`config.mk`:
```
export PLATFORM = sky130hd
export DESIGN_NAME = arbiter_rr_weighted_flat
export DESIGN_NICKNAME = d
export VERILOG_FILES = /design/src/rtl/arbiter_rr_weighted_if.sv /design/src/rtl/arbiter_rr_weighted.sv /design/src/flat_wrapper.sv
export SDC_FILE = /design/constraint.sdc
export NUM_CORES = 1
export LEC_CHECK = 0
export ABC_AREA = 1
export CAP_MARGIN = 10
export CORE_MARGIN = 3
export CORE_UTILIZATION = 50
export CTS_BUF_LIST = sky130_fd_sc_hd__clkbuf_8
export DETAILED_ROUTE_END_ITERATION = 6
export PLACE_DENSITY = 0.86
export SYNTH_ARGS = -nofsm -noshare
export SYNTH_HDL_FRONTEND = slang
export SYNTH_SLANG_ARGS = --single-unit
```
`constraint.sdc`:
```
create_clock -name ap_clk -period 4 [get_ports ap_clk]
set_clock_uncertainty 0.05 [all_clocks]
set_input_delay 1 -clock ap_clk [delete_from_list [all_inputs] [get_ports ap_clk]]
set_output_delay 1 -clock ap_clk [all_outputs]
set_load 0.02 [all_outputs]
```
`src/rtl/arbiter_rr_weighted_if.sv`:
```
// Handshake bundle between requesters and the weighted round-robin arbiter.
// master: drives enable/req/req_last/weight/ready_in; slave: drives grant/select/valid.
interface arbiter_rr_weighted_if #(
  parameter int NUM_REQ      = 4,
  parameter int SELECT_WIDTH = $clog2(NUM_REQ),
  parameter int WEIGHT_WIDTH = 4
);
  logic                            enable;
  logic [NUM_REQ-1:0]              req;
  logic [NUM_REQ-1:0]              req_last;
  logic [NUM_REQ*WEIGHT_WIDTH-1:0] weight;
  logic                            ready_in;
  logic [NUM_REQ-1:0]              grant;
  logic [SELECT_WIDTH-1:0]         select;
  logic                            valid;

  modport master (
    output enable,
    output req,
    output req_last,
    output weight,
    output ready_in,
    input  grant,
    input  select,
    input  valid
  );

  modport slave (
    input  enable,
    input  req,
    input  req_last,
    input  weight,
    input  ready_in,
    output grant,
    output select,
    output valid
  );
endinterface

```
`src/rtl/arbiter_rr_weighted.sv`:
```
// Weighted round-robin arbiter: IDLE/HOLD FSM, one-hot registered grant.
// Ports: ap_clk, areset (sync, active-high), bus (slave modport of
// arbiter_rr_weighted_if: enable, req, req_last, weight, ready_in in;
// grant, select, valid out). Macro ARBITER_RR_WEIGHTED_EN enables
// weighted credits; without it every tenure lasts one last beat.
module arbiter_rr_weighted #(
  parameter int NUM_REQ      = 4,
  parameter int SELECT_WIDTH = $clog2(NUM_REQ),
  parameter int WEIGHT_WIDTH = 4
) (
  input  logic                  ap_clk,
  input  logic                  areset,
  arbiter_rr_weighted_if.slave  bus
);

  typedef enum logic {
    IDLE,
    HOLD
  } state_t;

  localparam logic [SELECT_WIDTH:0] NREQ_W =
    (SELECT_WIDTH+1)'(NUM_REQ);
  localparam logic [SELECT_WIDTH-1:0] LAST_IDX =
    SELECT_WIDTH'(NUM_REQ-1);
  localparam logic [WEIGHT_WIDTH-1:0] ONE_CRED =
    WEIGHT_WIDTH'(1);

  state_t                  state_q;
  state_t                  state_d;
  logic [SELECT_WIDTH-1:0] ptr_q;
  logic [SELECT_WIDTH-1:0] ptr_d;
  logic [SELECT_WIDTH-1:0] win_q;
  logic [SELECT_WIDTH-1:0] win_d;
  logic [WEIGHT_WIDTH-1:0] cred_q;
  logic [WEIGHT_WIDTH-1:0] cred_d;
  logic [NUM_REQ-1:0]      grant_q;
  logic [NUM_REQ-1:0]      grant_d;
  logic [SELECT_WIDTH-1:0] select_q;
  logic [SELECT_WIDTH-1:0] select_d;
  logic                    valid_q;
  logic                    valid_d;

  logic                    pick_found;
  logic [SELECT_WIDTH-1:0] pick_idx;
  logic [SELECT_WIDTH:0]   cand;
  logic [WEIGHT_WIDTH-1:0] cred_load;
  logic [SELECT_WIDTH-1:0] ptr_inc;
  logic                    win_req;
  logic                    win_last;
  logic                    last_beat;

  // Rotating priority scan: first set req at or above ptr_q, wrapping.
  // The extra bit on cand keeps the wrap compare correct for any NUM_REQ.
  always_comb begin
    pick_found = 1'b0;
    pick_idx   = '0;
    cand       = '0;
    for (int i = 0; i < NUM_REQ; i++) begin
      cand = {1'b0, ptr_q} + (SELECT_WIDTH+1)'(i);
      if (cand >= NREQ_W) begin
        cand = cand - NREQ_W;
      end
      if (!pick_found && bus.req[cand[SELECT_WIDTH-1:0]]) begin
        pick_found = 1'b1;
        pick_idx   = cand[SELECT_WIDTH-1:0];
      end
    end
  end

`ifdef ARBITER_RR_WEIGHTED_EN
  logic [WEIGHT_WIDTH-1:0] pick_weight;

  always_comb begin
    pick_weight = '0;
    for (int j = 0; j < NUM_REQ; j++) begin
      if (SELECT_WIDTH'(j) == pick_idx) begin
        pick_weight = bus.weight[j*WEIGHT_WIDTH +: WEIGHT_WIDTH];
      end
    end
  end

  // A zero weight still buys one transaction.
  assign cred_load = (pick_weight == '0) ? ONE_CRED : pick_weight;
`else
  logic unused_weight;

  assign unused_weight = ^bus.weight;
  assign cred_load     = ONE_CRED;
`endif

  assign ptr_inc   = (win_q == LAST_IDX) ? '0 : win_q + 1'b1;
  assign win_req   = bus.req[win_q];
  assign win_last  = bus.req_last[win_q];
  assign last_beat = win_req && bus.ready_in && win_last;

  always_comb begin
    state_d = state_q;
    ptr_d   = ptr_q;
    win_d   = win_q;
    cred_d  = cred_q;
    unique case (state_q)
      IDLE: begin
        if (bus.enable && pick_found) begin
          state_d = HOLD;
          win_d   = pick_idx;
          cred_d  = cred_load;
        end
      end
      HOLD: begin
        if (!win_req) begin
          state_d = IDLE;
          ptr_d   = ptr_inc;
          cred_d  = '0;
        end else if (last_beat) begin
          cred_d = cred_q - 1'b1;
          if (cred_q <= ONE_CRED) begin
            state_d = IDLE;
            ptr_d   = ptr_inc;
            cred_d  = '0;
          end
        end
      end
      default: begin
        state_d = IDLE;
      end
    endcase
  end

  // Outputs are registered from the next-state view, so the grant
  // appears the cycle after the pick and drops the cycle after release.
  always_comb begin
    valid_d  = (state_d == HOLD);
    select_d = valid_d ? win_d : '0;
    grant_d  = '0;
    for (int k = 0; k < NUM_REQ; k++) begin
      grant_d[k] = valid_d && (win_d == SELECT_WIDTH'(k));
    end
  end

  always_ff @(posedge ap_clk) begin
    if (areset) begin
      state_q  <= IDLE;
      ptr_q    <= '0;
      win_q    <= '0;
      cred_q   <= '0;
      grant_q  <= '0;
      select_q <= '0;
      valid_q  <= 1'b0;
    end else begin
      state_q  <= state_d;
      ptr_q    <= ptr_d;
      win_q    <= win_d;
      cred_q   <= cred_d;
      grant_q  <= grant_d;
      select_q <= select_d;
      valid_q  <= valid_d;
    end
  end

  assign bus.grant  = grant_q;
  assign bus.select = select_q;
  assign bus.valid  = valid_q;

endmodule

```
`src/flat_wrapper.sv`:
```
// flat-port wrapper written by rule: the top's interface ports become plain ports
module arbiter_rr_weighted_flat 
#(
  parameter int NUM_REQ      = 4,
  parameter int SELECT_WIDTH = $clog2(NUM_REQ),
  parameter int WEIGHT_WIDTH = 4
)
  (ap_clk, areset, bus_enable, bus_req, bus_req_last, bus_weight, bus_ready_in, bus_grant, bus_select, bus_valid);
  arbiter_rr_weighted_if #(.NUM_REQ(NUM_REQ), .SELECT_WIDTH(SELECT_WIDTH), .WEIGHT_WIDTH(WEIGHT_WIDTH)) bus_i ();
  input  logic ap_clk;
  input  logic areset;
  input wire logic [$bits(bus_i.enable)-1:0] bus_enable;
  input wire logic [$bits(bus_i.req)-1:0] bus_req;
  input wire logic [$bits(bus_i.req_last)-1:0] bus_req_last;
  input wire logic [$bits(bus_i.weight)-1:0] bus_weight;
  input wire logic [$bits(bus_i.ready_in)-1:0] bus_ready_in;
  output wire logic [$bits(bus_i.grant)-1:0] bus_grant;
  output wire logic [$bits(bus_i.select)-1:0] bus_select;
  output wire logic [$bits(bus_i.valid)-1:0] bus_valid;
  assign bus_i.enable = bus_enable;
  assign bus_i.req = bus_req;
  assign bus_i.req_last = bus_req_last;
  assign bus_i.weight = bus_weight;
  assign bus_i.ready_in = bus_ready_in;
  assign bus_grant = bus_i.grant;
  assign bus_select = bus_i.select;
  assign bus_valid = bus_i.valid;
  arbiter_rr_weighted #(.NUM_REQ(NUM_REQ), .SELECT_WIDTH(SELECT_WIDTH), .WEIGHT_WIDTH(WEIGHT_WIDTH)) u_core (.ap_clk(ap_clk), .areset(areset), .bus(bus_i));
endmodule
```
==> impl_metrics.py <==
metrics = {
    "run_status": {
        "status": "finished, final reports clean",
    },
    "cts": {
        "clk_latency_ns": 0.25,
        "post-cts-setup-buffers": 0,
        "cts_buffer_depth": 2,
        "clkSlewWorstSetupHoldPaths_ns": 0.06,
        "root_buffer": "clkbuf_8",
        "cts_buffers": 3,
        "ctsResizeCount": 0,
        "cts_max_level": 1,
        "holdBufCountCts": 0,
        "clock-sinks": 15,
        "cts_tree": "done",
    },
    "placement": {
        "portBuffers": 18,
        "post-place-ws_ns": 1.25,
        "place.gp.congestion": 0.791,
        "dp_hpwl_um": 1690,
    },
    "route": {
        "num_vias": 963,
        "drt_wl_total_um": 2010,
        "ant_nets": 0,
        "wl_per_cell_um": 9.86,
        "drc": 0,
        "firstDrtPassIters": 4,
        "first_iter_violations": 14,
        "viasPerCell": 4.72,
    },
    "timing": {
        "final_hold_viol_count": 0,
        "setup_tns_ns": 0,
        "slew_violations": 0,
        "tightest_slew_ns": 0.376,
        "finalCritPeriodShare_pct": 62.2,
        "grt_setup_unrepaired": "no",
        "setup-violations-final": 0,
        "max_freq_mhz": 402,
        "setup_slack_ns": 1.51,
        "period_needed_ns": 2.49,
        "max-slew-margin-rel_pct": 74.9,
    },
    "worst_setup_path": {
        "crit_family": "simple AND/OR/NAND/NOR gates",
        "worstSetupPathType": "input pin to flip-flop",
        "max_stage_delay_ns": 0.44,
        "end_kind": "flip-flop",
        "crit_fanout": 4,
        "critPathMostFrequentCell": "nor2_1",
        "worstPathRequired_ns": 4.09,
        "cp_slowest_cell": "clkdlybuf4s50_1",
        "crit_path_start_kind": "input pin",
        "cp.arrival_ns": 2.58,
        "worstPathCellList": "clkdlybuf4s50_1, inv_1, nand2_1, nand3_1, nand2_1, nor2_4, nand3_1, nor2_1, nor2_1, a21oi_2, nor2_1",
        "crit_buf_inv": 2,
    },
    "pwr": {
        "p_comb_share_pct": 48.5,
        "leakage_uw": 0.000623,
        "vdd_ir_drop_max_v": 0.000333,
        "p_sw_uw": 270,
        "powerDensity_nw_per_um2": 495,
        "p_seq_share_pct": 32.0,
        "power.internal_uw": 357,
        "swShare_pct": 43.0,
        "power.share.clock_pct": 19.5,
    },
    "logic_synthesis": {
        "synth_edf_count": 0,
        "synth_cell_types": 22,
        "async_reset_ff_share_pct": 0,
        "ys.flop_type": "dfxtp_1",
        "ys_warn_count": 0,
        "ys_seq_elements": 15,
        "avgSynthCellArea_um2": 6.45,
        "synthCells": 158,
        "yosysSeqAreaShare_pct": 29.4,
        "syn_nets": 189,
        "syn_area_um2": 1020,
    },
    "layout": {
        "mostFrequentLayoutCells": "nand2_1 (53), inv_1 (22), clkdlybuf4s50_1 (18)",
        "fin_util_pct": 69.6,
        "fillers": 174,
        "drive_gt1_share_pct": 16.8,
        "final_common_cell": "nand2_1",
        "seqCellArea_um2": 300,
        "layout.nets": 211,
        "multi_input_area_um2": 598,
        "antenna_cells": 0,
        "area_growth_pct": 24.2,
    },
    "die": {
        "die_area_um2": 2620,
        "die_w_um": 51.2,
        "dieHeight_um": 51.2,
        "num_io_pins": 35,
        "core_um2": 1820,
        "start_util_pct": 56.0,
        "num_rows": 15,
    },
    "global_routing": {
        "grt_pass1_wl_um": 3450,
        "grt_max_degree": 10,
        "grt_usage_pct": 17.1,
        "gr-total-overflow": 0,
        "first_global_vias": 889,
        "antenna_found_initial": 0,
    },
    "run": {
        "cap_violations": 0,
    },
    "min_path": {
        "min_path_type": "flip-flop to flip-flop",
    },
}
-- cell families after synthesis --
group                    synth area share (%)
flip-flops                               29.4
AND/OR/NAND/NOR                          43.3
XOR/XNOR                                 1.72
AO/OA/AOI/OAI                            9.94
buffers and inverters                    11.9
adder cells (fa/ha/maj)                  3.68
-- worst paths after layout --
| kind | from | to | slack [ns] | cells after the start |
|---|---|---|---|---|
| max reg2reg | u_core.ptr_q[0] | u_core.bus.grant[2] | 2.18 | 9 |
| min | u_core.cred_q[1] | u_core.cred_q[1] | 0.44 | 2 |
| min reg2reg | u_core.cred_q[1] | u_core.cred_q[1] | 0.44 | 2 |
| max | bus_req[1] | u_core.bus.grant[2] | 1.51 | 11 |
-- synth_stat cells, types with 3 or more instances --
master / instances / area [um^2]
dfxtp_1: 15 / 300
a21oi_1: 5 / 25.0
nand3_1: 11 / 55.1
o21ai_0: 4 / 20.0
inv_1: 22 / 82.6
nor2_1: 13 / 48.8
nand2_2: 10 / 62.6
o21ai_2: 3 / 26.3
nand2_1: 53 / 199
inv_2: 5 / 18.8
ha_1: 3 / 37.5
-- final cells by class --
class | instances | area share (%)
multi-input combinational | 114 | 47.2
sequential | 15 | 23.7
timing repair buffer | 18 | 14.2
clock inverter | 1 | 0.395
inverter | 28 | 8.70
tap | 25 | 2.47
clock buffer | 3 | 3.26
-- stage by stage --
stage	power (uW)	std cells	area (um^2)	hold slack, ns
detailed placement	507	200	1220	0.429
CTS	630	204	1270	0.437
finish	627	204	1270	0.435
global placement	496	200	1220	0.423
global route	674	204	1270	0.456
floorplan	435	158	1020	0.396
-- tightest hold or removal path, delay by kind of cell, from the launching register on --
kind             cells  cell delay [ns]
AO/OA/AOI/OAI        1             0.05
flip-flops           1             0.32
AND/OR/NAND/NOR      1             0.07
-- per-layer routing --
| layer | track usage, % | wire length (um) |
|---|---|---|
| met1 | 19.1 | 906 |
| met2 | 31.3 | 1030 |
| met3 | 1.75 | 29 |
| met4 | 9.42 | 42 |
| met5 | 0 | 0 |
-- power by group through the flow --
stage / clock, uW / combinational (uW) / sequential, uW
floorplan: 0 / 228 / 207
global placement: 0 / 294 / 202
detailed placement: 0 / 304 / 203
CTS: 124 / 306 / 200
global route: 130 / 341 / 203
finish: 123 / 304 / 200
-- state kept, by name, summed over array words and instances, names as in the netlist --
register and flops:
u_core.ptr_q 2, u_core.bus.grant 4, u_core.bus.select 2, u_core.win_q 2
u_core.state_q 1, u_core.cred_q 4
No activity file was read; power rests on OpenSTA's default activity.
